`src/rtl/inst_fetch_pkg.sv`:
```
// inst_fetch shared types and constants.
// Fetch/decode operand widths, FSM encoding, buffer entry layout.
package inst_fetch_pkg;

    localparam int XLEN   = 64;
    localparam int INST_W = 32;

    localparam logic [XLEN-1:0] DEF_RESET_PC = 64'h0000_0000_8000_0000;
    localparam logic [XLEN-1:0] PC_INC       = 64'd4;
    localparam logic [XLEN-1:0] ALIGN_MASK   = ~64'h3;

    typedef enum logic [1:0] {
        IDLE = 2'd0,
        BUSY = 2'd1,
        DROP = 2'd2
    } fetch_state_t;

    typedef struct packed {
        logic [XLEN-1:0]   pc;
        logic [INST_W-1:0] inst;
    } fetch_entry_t;

    function automatic logic [XLEN-1:0] word_align(input logic [XLEN-1:0] pc);
        return pc & ALIGN_MASK;
    endfunction

endpackage

```
`src/rtl/inst_fetch_if.sv`:
```
// inst_fetch bus bundle: imem request side, redirect, decode handshake.
// master = fetch stage, slave = environment (imem + decode + redirect source).
interface inst_fetch_if;
    import inst_fetch_pkg::*;

    logic              imem_req;
    logic [XLEN-1:0]   imem_addr;
    logic              imem_ack;
    logic [INST_W-1:0] imem_rdata;
    logic              redirect;
    logic [XLEN-1:0]   redirect_pc;
    logic [XLEN-1:0]   inst;
    logic [XLEN-1:0]   inst_pc;
    logic              inst_valid;
    logic              inst_ready;

    modport master (
        output imem_req, imem_addr, inst, inst_pc, inst_valid,
        input  imem_ack, imem_rdata, redirect, redirect_pc, inst_ready
    );

    modport slave (
        input  imem_req, imem_addr, inst, inst_pc, inst_valid,
        output imem_ack, imem_rdata, redirect, redirect_pc, inst_ready
    );

endinterface

```
`src/rtl/inst_fetch_fifo.sv`:
```
// Instruction buffer: synchronous FIFO of {pc, inst} with flush.
// Pointers carry one extra bit so full and empty differ.
module inst_fetch_fifo
    import inst_fetch_pkg::*;
#(
    parameter  int DEPTH = 2,
    localparam int AW    = $clog2(DEPTH) + 1
) (
    input  logic         CLK,
    input  logic         RST,
    input  logic         push,
    input  logic         pop,
    input  logic         flush,
    input  fetch_entry_t wdata,
    output fetch_entry_t rdata,
    output logic [AW-1:0] count,
    output logic         empty,
    output logic         full
);

    localparam int IW = AW - 1;

    fetch_entry_t  mem [DEPTH];
    logic [AW-1:0] wp;
    logic [AW-1:0] rp;
    logic          do_pop;

    assign do_pop = pop && !empty;
    assign count  = wp - rp;
    assign empty  = (wp == rp);
    assign full   = (count == AW'(DEPTH));
    assign rdata  = mem[rp[IW-1:0]];

    // pointer update; flush discards everything
    always_ff @(posedge CLK or posedge RST) begin
        if (RST) begin
            wp <= '0;
            rp <= '0;
        end else if (flush) begin
            wp <= '0;
            rp <= '0;
        end else begin
            if (push) wp <= wp + AW'(1);
            if (do_pop) rp <= rp + AW'(1);
        end
    end

    // storage write, no reset needed on data
    always_ff @(posedge CLK) begin
        if (push && !flush) mem[wp[IW-1:0]] <= wdata;
    end

endmodule

```
`src/rtl/inst_fetch.sv`:
```
// Instruction fetch stage: one outstanding imem request, small buffer,
// redirect flush with DROP state to keep the imem handshake stable.
module inst_fetch
    import inst_fetch_pkg::*;
#(
    parameter logic [63:0] RESET_PC   = DEF_RESET_PC,
    parameter int          FIFO_DEPTH = 2
) (
    input logic        CLK,
    input logic        RST,
    inst_fetch_if.master bus
);

    localparam int CW = $clog2(FIFO_DEPTH) + 1;
    localparam int OW = CW + 1;

    fetch_state_t    state_q;
    fetch_state_t    state_d;
    logic [XLEN-1:0] addr_q;
    logic [XLEN-1:0] addr_d;
    logic [XLEN-1:0] pc_q;
    logic [XLEN-1:0] pc_d;

    logic            ack;
    logic            pop;
    logic            push;
    logic            room;
    logic            empty;
    logic            full;
    logic [CW-1:0]   count;
    logic [OW-1:0]   occ_nxt;
    fetch_entry_t    wdata;
    fetch_entry_t    head;

    assign ack   = bus.imem_ack && (state_q != IDLE);
    assign pop   = !empty && bus.inst_ready;
    assign push  = ack && (state_q == BUSY) && !bus.redirect;
    assign wdata = '{pc: addr_q, inst: bus.imem_rdata};

    // occupancy after this edge; no request leaves us owing a slot
    assign occ_nxt = {1'b0, count} + OW'(push) - OW'(pop);
    assign room    = occ_nxt < OW'(FIFO_DEPTH);

    inst_fetch_fifo #(.DEPTH(FIFO_DEPTH)) u_fifo (
        .CLK   (CLK),
        .RST   (RST),
        .push  (push && !full),
        .pop   (pop),
        .flush (bus.redirect),
        .wdata (wdata),
        .rdata (head),
        .count (count),
        .empty (empty),
        .full  (full)
    );

    // next-state, request issue and fetch PC update
    always_comb begin
        state_d = state_q;
        addr_d  = addr_q;
        pc_d    = pc_q;
        if (bus.redirect) begin
            pc_d = word_align(bus.redirect_pc);
            if (state_q != IDLE) state_d = ack ? IDLE : DROP;
        end else begin
            unique case (state_q)
                IDLE: begin
                    if (room) begin
                        state_d = BUSY;
                        addr_d  = pc_q;
                    end
                end
                BUSY: begin
                    if (ack) begin
                        pc_d = pc_q + PC_INC;
                        if (room) addr_d = pc_q + PC_INC;
                        else state_d = IDLE;
                    end
                end
                DROP: begin
                    if (ack) state_d = IDLE;
                end
                default: state_d = IDLE;
            endcase
        end
    end

    // state, request address and fetch PC registers
    always_ff @(posedge CLK or posedge RST) begin
        if (RST) begin
            state_q <= IDLE;
            addr_q  <= '0;
            pc_q    <= RESET_PC;
        end else begin
            state_q <= state_d;
            addr_q  <= addr_d;
            pc_q    <= pc_d;
        end
    end

    assign bus.imem_req   = (state_q != IDLE);
    assign bus.imem_addr  = addr_q;
    assign bus.inst_valid = !empty;
    assign bus.inst       = empty ? '0 : {{(XLEN-INST_W){1'b0}}, head.inst};
    assign bus.inst_pc    = empty ? '0 : head.pc;

endmodule

```
`src/flat_wrapper.sv`:
```
// flat-port wrapper written by rule: the top's interface ports become plain ports
module inst_fetch_flat import inst_fetch_pkg::*;
#(
    parameter logic [63:0] RESET_PC   = DEF_RESET_PC,
    parameter int          FIFO_DEPTH = 2
)
  (CLK, RST, bus_imem_req, bus_imem_addr, bus_inst, bus_inst_pc, bus_inst_valid, bus_imem_ack, bus_imem_rdata, bus_redirect, bus_redirect_pc, bus_inst_ready);
  inst_fetch_if bus_i ();
  input logic CLK;
  input logic RST;
  output wire logic [$bits(bus_i.imem_req)-1:0] bus_imem_req;
  output wire logic [$bits(bus_i.imem_addr)-1:0] bus_imem_addr;
  output wire logic [$bits(bus_i.inst)-1:0] bus_inst;
  output wire logic [$bits(bus_i.inst_pc)-1:0] bus_inst_pc;
  output wire logic [$bits(bus_i.inst_valid)-1:0] bus_inst_valid;
  input wire logic [$bits(bus_i.imem_ack)-1:0] bus_imem_ack;
  input wire logic [$bits(bus_i.imem_rdata)-1:0] bus_imem_rdata;
  input wire logic [$bits(bus_i.redirect)-1:0] bus_redirect;
  input wire logic [$bits(bus_i.redirect_pc)-1:0] bus_redirect_pc;
  input wire logic [$bits(bus_i.inst_ready)-1:0] bus_inst_ready;
  assign bus_imem_req = bus_i.imem_req;
  assign bus_imem_addr = bus_i.imem_addr;
  assign bus_inst = bus_i.inst;
  assign bus_inst_pc = bus_i.inst_pc;
  assign bus_inst_valid = bus_i.inst_valid;
  assign bus_i.imem_ack = bus_imem_ack;
  assign bus_i.imem_rdata = bus_imem_rdata;
  assign bus_i.redirect = bus_redirect;
  assign bus_i.redirect_pc = bus_redirect_pc;
  assign bus_i.inst_ready = bus_inst_ready;
  inst_fetch #(.RESET_PC(RESET_PC), .FIFO_DEPTH(FIFO_DEPTH)) u_core (.CLK(CLK), .RST(RST), .bus(bus_i));
endmodule
```
`config.mk`:
```
export PLATFORM = sky130hd
export DESIGN_NAME = inst_fetch_flat
export DESIGN_NICKNAME = d
export VERILOG_FILES = /design/src/rtl/inst_fetch_pkg.sv /design/src/rtl/inst_fetch_if.sv /design/src/rtl/inst_fetch_fifo.sv /design/src/rtl/inst_fetch.sv /design/src/flat_wrapper.sv
export SDC_FILE = /design/constraint.sdc
export NUM_CORES = 1
export LEC_CHECK = 0
export ABC_AREA = 1
export BUFFER_PORTS_ARGS = -buffer_cell sky130_fd_sc_hd__buf_2
export CORE_MARGIN = 2
export CORE_UTILIZATION = 55
export DETAILED_ROUTE_END_ITERATION = 7
export HOLD_SLACK_MARGIN = 0.08
export PLACE_DENSITY_LB_ADDON = 0.15
export SLEW_MARGIN = 10
export SYNTH_ARGS = -nofsm -noshare
export SYNTH_HDL_FRONTEND = slang
export SYNTH_HIERARCHICAL = 1
export SYNTH_SLANG_ARGS = --single-unit
```
`constraint.sdc`:
```
create_clock -name CLK -period 9.8 [get_ports CLK]
set_input_delay 0 -clock CLK [delete_from_list [all_inputs] [get_ports CLK]]
set_output_delay 0 -clock CLK [all_outputs]
set_load 0.03 [all_outputs]
```
Word level (Yosys, flattened, before mapping)

Memory sizes are Yosys's and may differ from the RTL's.
Index checks and enable logic that the tools add are counted.

Register bits after elaboration: 134
RAM bits: 192
Input port bits: 101
Word-level logic and storage cells: 69
Memories kept: 1

$add $sub $neg: 6
Magnitude comparators: 1
Equality and inequality tests: 12
Muxes and demuxes: 23
Bitwise logic cells: 1
Reductions and logical operators: 20

Memory list:

| name              | depth | bits a word | read ports | clocked after Yosys merged registers in | wr ports | RTL line              | source |
|---|---|---|---|---|---|---|---|
| u_core.u_fifo.mem | 2     | 96          | 1          | 0                                       | 1        | inst_fetch_fifo.sv:23 | `fetch_entry_t mem [DEPTH];` |

Operators by type and width:

| cell                                                                    | count |
|---|---|
| 64-bit 2-to-1 mux                                                       | 7 |
| 64-bit case mux with 2 select lines                                     | 1 |
| 64-bit by 3-bit adder with 64-bit output, second input constant         | 1 |
| 32-bit 2-to-1 mux                                                       | 1 |
| 2-bit 2-to-1 mux                                                        | 11 |
| 2-bit nonzero test                                                      | 6 |
| 5-bit AND reduction                                                     | 2 |
| 3-bit by 2-bit inequality test with 1-bit output, second input constant | 3 |
| 1-bit logical AND                                                       | 7 |
| 2-bit by 1-bit inequality test with 1-bit output, second input constant | 3 |
| 2-bit case mux with 3 select lines                                      | 1 |
| 2-bit by 1-bit adder with 2-bit output, second input constant           | 2 |
| 2-bit == test, second input constant                                    | 2 |
| 2-bit by 1-bit adder with 3-bit output                                  | 1 |
| 1-bit logical NOT                                                       | 3 |
| 3-bit by 2-bit < comparator with 1-bit output, second input constant    | 1 |
| 3-bit inequality test, second input constant                            | 1 |
| 3-bit by 1-bit subtractor with 3-bit output                             | 1 |
| 2-bit by 1-bit == test with 1-bit output, second input constant         | 1 |
| 2-bit == test                                                           | 1 |
| 2-bit logical NOT                                                       | 1 |
| 1-bit 2-to-1 mux                                                        | 2 |
| 2-bit inequality test, second input constant                            | 1 |
| 2-bit AND reduction                                                     | 1 |
| other kinds (2)                                                         | 2 |

Depth between registers and ports, before layout

Gate-level depths: netlist of the first run.

Depth in word-level cells: 11
Depth in mapped cells: 21
Gate-level depth less buffers: 18

By module

Netlist of the first run, hierarchy kept.

Modules (own cells, without submodules):

| module          | times used | cells an instance | area an instance (um^2) |
|---|---|---|---|
| inst_fetch      | 1          | 1,442             | 8,962.3 |
| inst_fetch_fifo | 1          | 540               | 7,252.0 |

Worst setup path before layout of the first run

Ideal clock, no wire load.

Path type: register to register
Start: reg u_core.state_q[1]
End: mem u_core/u_fifo/mem[1][0] (netlist bit), enable pin
Setup time: 0.672 ns
Arrival: 7.875 ns
Setup slack: 1.253 ns
Stages on the path, launching flop included: 9
Clock period less this slack: 8.547 ns
Path through: dfrtp_1 -> nor2_4 -> nand2_1 -> nor2_1 -> inv_1 -> buf_2 -> nor2_1 -> inv_1 -> nor3_1

Cells in the longest elaborated chain, start to end: 8

Ends and longest elaborated chain:

| item                                     | RTL line              | source |
|---|---|---|
| from (decl)                              | inst_fetch.sv:17      | `fetch_state_t state_q;` |
| from (signal assigned)                   | inst_fetch.sv:95      | `state_q <= state_d;` |
| 2-bit nonzero test                       | inst_fetch.sv:35      | `assign ack = bus.imem_ack && (state_q != IDLE);` |
| 1-bit logical AND                        | inst_fetch.sv:35      |  |
| 1-bit logical AND * (2 in series)        | inst_fetch.sv:37      | `assign push = ack && (state_q == BUSY) && !bus.redirect;` |
| 1-bit logical AND *                      | inst_fetch.sv:47      | `.push (push && !full),` |
| 1-bit logical AND *                      | inst_fetch_fifo.sv:50 | `if (push && !flush) mem[wp[IW-1:0]] <= wdata;` |
| 1-bit 2-to-1 mux *                       | inst_fetch_fifo.sv:50 |  |
| 1-bit 2-to-1 mux (not written as such) * | inst_fetch_fifo.sv:50 |  |
| to (decl)                                | inst_fetch_fifo.sv:23 |  |

Every way passes the cells marked *; elsewhere a longest branch is shown, timed or not.

Final worst setup path of the first run

Start: reg u_core.state_q[0]
End: reg u_core.addr_q[56] (netlist: u_core/bus.imem_addr[56])

Cells in the longest elaborated chain, start to end: 9

Ends and longest elaborated chain:

| item                                                              | RTL line         | source |
|---|---|---|
| 2-bit nonzero test                                                | inst_fetch.sv:35 |  |
| 1-bit logical AND                                                 | inst_fetch.sv:35 |  |
| 1-bit logical AND (2 in series)                                   | inst_fetch.sv:37 |  |
| 2-bit by 1-bit adder with 3-bit output                            | inst_fetch.sv:41 | `assign occ_nxt = {1'b0, count} + OW'(push) - OW'(pop);` |
| 3-bit by 1-bit subtractor with 3-bit output                       | inst_fetch.sv:41 |  |
| 3-bit by 2-bit < comparator with 1-bit output                     | inst_fetch.sv:42 | `assign room = occ_nxt < OW'(FIFO_DEPTH);` |
| 2-bit by 1-bit inequality test with 1-bit output (no source line) | n/a              |  |
| 5-bit AND reduction (no source line)                              | n/a              |  |
| to (signal assigned)                                              | inst_fetch.sv:96 | `addr_q <= addr_d;` |
| to (decl)                                                         | inst_fetch.sv:19 | `logic [XLEN-1:0] addr_q;` |

Parallel ways exist; a longest one is shown, timed or not.
A chain may end at the register's enable or synchronous reset.

==> results by group, run 1 <==
Timing
  – Fmax: about 170 MHz
  – Relative slew slack: 0.220
  – Period utilisation layout: 0.596
  – Final setup fails: 0
  – Final setup TNS: 0 ns
  – RSZ-0062 raised after global routing: no
  – Clk_skew: 0.00956 ns
  – Final Hold Vio Count: 0
  – Max-slew violations: 0
  – Minimum clock period: roughly 6 ns
  – Slew @ Worst Pin: 1.17 ns
  – Worst setup margin: 3.96 ns

Worst setup path
  – CP Data Required Time: ~10 ns
  – Worst Path Max Fanout: 73
  – Crit path arrival time: 6.25 ns
  – Crit path kind: reg -> reg
  – Crit end category: flip-flop
  – CP startpoint kind: flip-flop

Clocking
  – Clk_lat worst skew: 0.52 ns
  – CTS Buf Count: 35
  – CTS sink count: 322
  – CTS H-tree depth: 2
  – TritonCTS clock tree: yes
  – Maximum clock insertion buffer count: 3
  – Clock transition at path regs: about 0.060 ns
  – Postcts setup bufs: 0
  – Post-cts resize count: 0
  – Root Buffer Master: clkbuf_16

Routing
  – Post-DR vias/cell: 5.10
  – Iteration-0 DRC Markers: 1164
  – Post-Route WL: 45600 um
  – Vias: 13902
  – Routed len/inst: 16.7 um
  – First-pass DRT Iterations: 6
  – DRC viols: 0
  – Antenna Violating Nets Remaining: 0

GRT
  – Initial antenna violation count: 1
  – GR Util All Layers: 0.292
  – Met1 usage: 0.414
  – Met3 usage: 0.0439
  – GRT overflow: 0
  – Met2 usage: 0.480
  – Layer with the highest usage: met2
  – Number of global-route vias before repair: approximately 13000
  – First-pass GRT wire length: 70500 um
  – Largest net degree at the start of global routing: 99

Logic synthesis
  – Post-synth cell types: between 40 and 50
  – Mapped cell area: 16200 um2
  – Most frequent cell after synthesis: nand2_1
  – Post-synth top flop: edfxtp_1
  – Avg Cell Area, Syn: 8.18 um2
  – Post-synth EDFFs: ~190
  – Ys Warns: 6
  – Sequential share of the synthesized area: 0.556
  – Synth cell count leaders: nand2_1, nor2_1, edfxtp_1
  – Seq cells post-synth: 322
  – Cell taking the most area after synthesis: edfxtp_1
  – Synth Instances: 1982
  – Fraction of registers with async set/reset: 0.404
  – Largest cells by area after synthesis: edfxtp_1, dfrtp_1, nand2_1, nor2_1, inv_1
  – Area fraction of the dominant cell type after synthesis: 0.356

Power
  – Sw Share: 0.404
  – PwrDens: between 200 and 250 nW/um2
  – Psw: 1.96 mW
  – VDD IR max: about 0.00018 V
  – Clock power frac: 0.261
  – Internal Pwr Total: 2.89 mW
  – Share of total power in combinational logic: 0.333
  – Sequential group share of total power: 0.406
  – Overall Power: roughly 4.8 mW
  – P_leak: 9.59 nW

Final layout
  – Final Non-Filler Cells: 2727
  – Final nets: 2424
  – Area grow syn2layout: 21.6%
  – Antenna cells: 0
  – Fillers: approximately 2400
  – Share of layout cells above drive strength 1: 0.153
  – Fin util: 0.683

Run
  – Max Cap Viol: 0

Placement
  – Port Buffers: 258
  – Dpl cells: 2565
  – GP Congestion: 0.954
  – Hpwl dp: 30000 um
  – Setup WS pre-CTS: 4.08 ns

Floorplanning
  – Height of the die: 176 um
  – Number of I/O pins: 295
  – Core Footprint: 28900 um2
  – Initial Utilization: 0.562
  – Row count: 62
  – Die area: 30900 um2
  – Die width: roughly 180 um

Hold path
  – Hold WC Path Type: in -> reg

Status
  – Status: finished clean
## layer usage
metal	share of wire	vias up	wire [um]
met1	0.44	6501	20200
li1	-	6818	-
met2	0.47	528	21500
met3	0.067	55	3050
met5	0	-	0
met4	0.018	0	805
## layout make-up
cell class              instances  area (um2)  share of cell area
repair buffers                371        2390               0.121
clock inverters                13         111             0.00565
flip-flops and latches        322        9020               0.458
well taps                     384         480              0.0244
clock buffers                  48         976              0.0495
inverters                     193         732              0.0371
multi-input cells            1396        6000               0.304
## critical path, cell delays in order (launching register included)
cell,delay [ns]
dfrtp_1,0.38
inv_2,0.07
nor2_4,0.07
buf_4,0.68
nand2_1,0.23
nor2_2,0.14
buf_4,0.53
inv_1,0.51
or2_2,0.42
fa_1,0.36
inv_1,0.07
nand2_1,0.05
nand2_1,0.05
nor2_1,0.05
nand2_1,0.11
nor2_4,0.04
buf_4,0.24
inv_2,0.56
buf_4,0.70
a21oi_1,0.09
nand2_1,0.17
nand2_1,0.06
## cell usage in the layout, fill, tap and decap left out, types with 7 or more instances in the layout
| master | count |
|---|---|
| xor2_1 | 23 |
| clkbuf_1 | 9 |
| dlygate4sd3_1 | 101 |
| nand4_1 | 11 |
| buf_2 | 258 |
| conb_1 | 38 |
| o21ai_1 | 18 |
| clkbuf_16 | 36 |
| a21oi_1 | 52 |
| buf_4 | 12 |
| nand3_1 | 100 |
| nor2_1 | 250 |
| o21ai_0 | 29 |
| nand2_1 | 806 |
| nor2_2 | 7 |
| o21bai_1 | 10 |
| dfrtp_1 | 128 |
| inv_1 | 185 |
| xnor2_1 | 8 |
| edfxtp_1 | 192 |
## registers in the layout, indices dropped and copies added, names as in the netlist
name / count
u_core/state_q: 2
u_core/bus.imem_addr: 62
u_core/u_fifo/wp: 2
u_core/u_fifo/mem: 192
u_core/u_fifo/rp: 2
u_core/pc_q: 62
## metrics by stage
| stage | hold WS (ns) | instance area [um2] |
|---|---|---|
| CTS | 0.168 | 19700 |
| global route | 0.210 | 19700 |
| floorplan | -0.234 | 16400 |
| global placement | -0.0727 | 17600 |
| detailed placement | -0.0646 | 17600 |
| finish | 0.182 | 19700 |
## logic make-up (layout without fill, tap and decap cells)
group                      count (synthesis)  count (layout)  share of synthesized area
buffers and inverters                    301             625                     0.0829
adders and majority gates                  4               4                    0.00355
DFF                                      322             322                      0.556
and+or+nand+nor                         1196            1196                      0.296
AOI/OAI and AO/OA                        126             126                     0.0434
other                                      1              38                   0.000231
xor gates and xnor gates                  32              32                     0.0177
## path summary, 6_finish.rpt
kind	slack [ns]	cells past startpoint	endpoint	start
setup / recovery	3.96	21	u_core/bus.imem_addr[56]	u_core/state_q[0]
hold / removal	0.18	4	u_core/pc_q[6]	bus_redirect
setup reg to reg	3.96	21	u_core/bus.imem_addr[56]	u_core/state_q[0]
hold reg to reg	0.50	0	u_core/u_fifo/mem[1][69]	u_core/bus.imem_addr[37]
max in group asynchronous	8.13	4	u_core/pc_q[62]	RST
min in group asynchronous	0.22	3	u_core/pc_q[37]	RST
## power by group through the flow
stage                     Combinational, mW  Sequential (mW)  Clock, mW
after floorplan                       0.901             2.14          0
after global placement                 1.55             1.98          0
after detailed placement               1.57             1.99          0
after CTS                              1.61             1.97       1.28
after global routing                   1.76             2.00       1.33
final                                  1.61             1.97       1.27
## repair_timing
action                                  in CTS  in global routing
hold buffers                               101                  0
hold endpoints to repair                   187                  0
endpoints found under the setup margin       0                  0
Power figures use the tool's default switching activity.
==> run 2: changes to the inputs <==
--- a/config.mk
+++ b/config.mk
@@ -8,7 +8,7 @@
 export ABC_AREA = 1
 export BUFFER_PORTS_ARGS = -buffer_cell sky130_fd_sc_hd__buf_2
 export CORE_MARGIN = 2
-export CORE_UTILIZATION = 55
+export CORE_UTILIZATION = 51
 export DETAILED_ROUTE_END_ITERATION = 7
 export HOLD_SLACK_MARGIN = 0.08
 export PLACE_DENSITY_LB_ADDON = 0.15
==> constraint.sdc (replaced) <==
create_clock -name CLK -period 5.2 [get_ports CLK]
set_input_delay 0 -clock CLK [delete_from_list [all_inputs] [get_ports CLK]]
set_output_delay 0 -clock CLK [all_outputs]
set_load 0.03 [all_outputs]
==> results by group, run 2 (synthesis results as in run 1) <==
Routing
  – DRC viols: 0 (unchanged)
  – First-pass DRT Iterations: 7 (+1)
  – Post-DR vias/cell: 5.07 (-0.58%)
  – Iteration-0 DRC Markers: 1277 (+9.7%)
  – Antenna Violating Nets Remaining: 0 (unchanged)
  – Post-Route WL: 46400 um (+1.7%)
  – Vias: 13933 (+0.22%)
  – Routed len/inst: 16.9 um (+0.86%)

Clocking
  – Clock transition at path regs: 0.06 ns (about the same)
  – Postcts setup bufs: 0 (unchanged)
  – CTS H-tree depth: 2 (unchanged)
  – Root Buffer Master: clkbuf_16
  – Post-cts resize count: 0 (unchanged)
  – CTS sink count: 322 (unchanged)
  – TritonCTS clock tree: yes
  – Maximum clock insertion buffer count: 3 (unchanged)
  – # hold bufs at CTS: 99 (-2.0%)
  – CTS Buf Count: 35 (unchanged)
  – Clk_lat worst skew: 0.52 ns (about the same)

GRT
  – Met3 usage: 0.0329 (-0.0110)
  – Largest net degree at the start of global routing: 98 (-1.0%)
  – Met2 usage: 0.455 (-0.0254)
  – Number of global-route vias before repair: 13080 (+0.43%)
  – First-pass GRT wire length: 72100 um (+2.3%)
  – Layer with the highest usage: met2
  – Initial antenna violation count: 0 (-1)
  – GRT overflow: 0 (unchanged)
  – Met1 usage: 0.402 (-0.0121)
  – GR Util All Layers: 0.277 (-0.0149)

Final layout
  – Fillers: 2744 (+16%)
  – Most frequent cells in the layout: nand2_1, buf_2, nor2_1, edfxtp_1, inv_1
  – Share of layout cells above drive strength 1: 0.155 (+0.00144)
  – Final nets: 2427 (+0.12%)
  – Antenna cells: 0 (unchanged)
  – FF+latch area: 9020 um2 (unchanged)
  – Post-route cell area: 19800 um2 (+0.37%)
  – Max reg flops: 192 (unchanged)
  – Final Non-Filler Cells: 2749 (+0.81%)
  – Area grow syn2layout: 22.0%
  – Multi-input logic area: 6000 um2 (+0.10%)
  – Most common cell after layout, fill and taps aside: nand2_1

Timing
  – Period utilisation layout: 0.782 (+0.186)
  – Relative slew slack: 0.236 (+0.0159)
  – Final setup fails: 0 (unchanged)
  – RSZ-0062 raised after global routing: no
  – Fmax: 246 MHz (+44%)
  – Minimum clock period: 4.07 ns (-1.77 ns)
  – Final setup TNS: 0 ns (unchanged)
  – Worst setup margin: 1.13 ns (-2.83 ns)
  – Clk_skew: 0.0125 ns (+0.00297 ns)
  – Final Hold Vio Count: 0 (unchanged)
  – Max-slew violations: 0 (unchanged)
  – Slew @ Worst Pin: 1.14 ns (-0.0239 ns)

Power
  – Overall Power: 9.21 mW (+90%)
  – VDD IR max: 0.000341 V (+94%)
  – PwrDens: 466 nW/um2 (+89%)
  – P_leak: 9.62 nW (+0.34%)

Placement
  – Setup WS pre-CTS: 1.20 ns (-2.88 ns)
  – Placed inst area: 17700 um2 (+0.38%)
  – Hpwl dp: 31000 um (+3.2%)
  – Dpl cells: 2588 (+0.90%)
  – GP Congestion: 0.924 (-3.1%)
  – Port Buffers: 258 (unchanged)

Worst setup path
  – Crit path arrival time: 4.47 ns (-1.78 ns)
  – Crit path kind: reg -> reg
  – Worst Path Max Fanout: 44 (-40%)
  – Slack of the worst reg-to-reg path: 1.13 ns (-2.83 ns)
  – CP startpoint kind: flip-flop
  – Worst R2R End: u_core/bus.imem_addr[36]
  – R2r worst-path depth: 19 (-9.5%)
  – RR Startpoint: u_core/u_fifo/wp[0]
  – Crit end category: flip-flop
  – CP Data Required Time: 5.60 ns (-4.60 ns)

Floorplanning
  – Initial Utilization: 0.517 (-0.0454)
  – Die area: 33200 um2 (+7.7%)
  – Row count: 65 (+4.8%)
  – Core Footprint: 31400 um2 (+8.8%)
  – Number of I/O pins: 295 (unchanged)
  – Die width: 182 um (+3.8%)
  – Height of the die: 182 um (+3.8%)

Status
  – Status: finished clean

Hold path
  – Hold path start: bus_redirect
  – Worst Hold Endpoint: u_core/pc_q[53]
  – Hold path depth: 5 (+1)
  – Hold WC Path Type: in -> reg

Run
  – Max Cap Viol: 0 (unchanged)
-- run 2: cell types whose count changed in the layout (fill, tap and decap cells not counted), sizes merged --
cell	change
clkbuf	-1
bufinv	+2
dlygate4sd3	-2
buf	+5
clkinv	+3
inv	-3
-- run 2: power by group --
part	internal, mW	switching [mW]
clock network	1.44	1.01
registers	3.23	0.467
logic	0.840	2.22
total	5.51	3.70
-- run 2: worst max-delay path, stage by stage, from the launching register on --
cell and delay, ns:
dfrtp_1 0.36, inv_1 0.16, ha_1 0.27, nand3_1 0.17, clkinv_2 0.09, nor2_1 0.25, ha_1 0.28, or2_2 0.31
fa_1 0.36, inv_1 0.08, nand2_1 0.05, nand2_1 0.05, nor2_1 0.05, nand2_1 0.13, nor2_4 0.05, inv_2 0.43
buf_4 0.54, a21oi_1 0.08, nand2_1 0.17, nand2_1 0.06
-- run 2: layer usage --
metal | up-vias | wire, um
li1 | 6822 | -
met1 | 6573 | 21300
met2 | 491 | 21700
met3 | 47 | 2790
met4 | 0 | 576
met5 | - | 0
-- run 2: worst max path at each step --
stage	cells past startpoint	startpoint	end	slack (ns)
floorplan	8	u_core/state_q[1]	u_core/u_fifo/mem[1][0]	1.12
global placement	19	u_core/u_fifo/wp[0]	u_core/bus.imem_addr[36]	1.29
detailed placement	19	u_core/u_fifo/wp[0]	u_core/bus.imem_addr[58]	1.20
CTS	19	u_core/u_fifo/wp[0]	u_core/bus.imem_addr[58]	1.17
global route	19	u_core/u_fifo/wp[0]	u_core/bus.imem_addr[40]	0.86
finish	19	u_core/u_fifo/wp[0]	u_core/bus.imem_addr[36]	1.13
-- run 2: area by class of cell --
type,count,area share
clock inverters,15,0.00822
well taps,402,0.0254
flip-flops and latches,322,0.456
clock buffers,47,0.0481
inverters,193,0.0370
multi-input cells,1396,0.303
repair buffers,374,0.122
-- run 2: per-stage QoR --
step,util,hold WS [ns]
finish,0.630,0.103
global route,0.630,0.118
CTS,0.630,0.0827
detailed placement,0.563,-0.0649
global placement,0.563,-0.0736
floorplan,-,-0.234
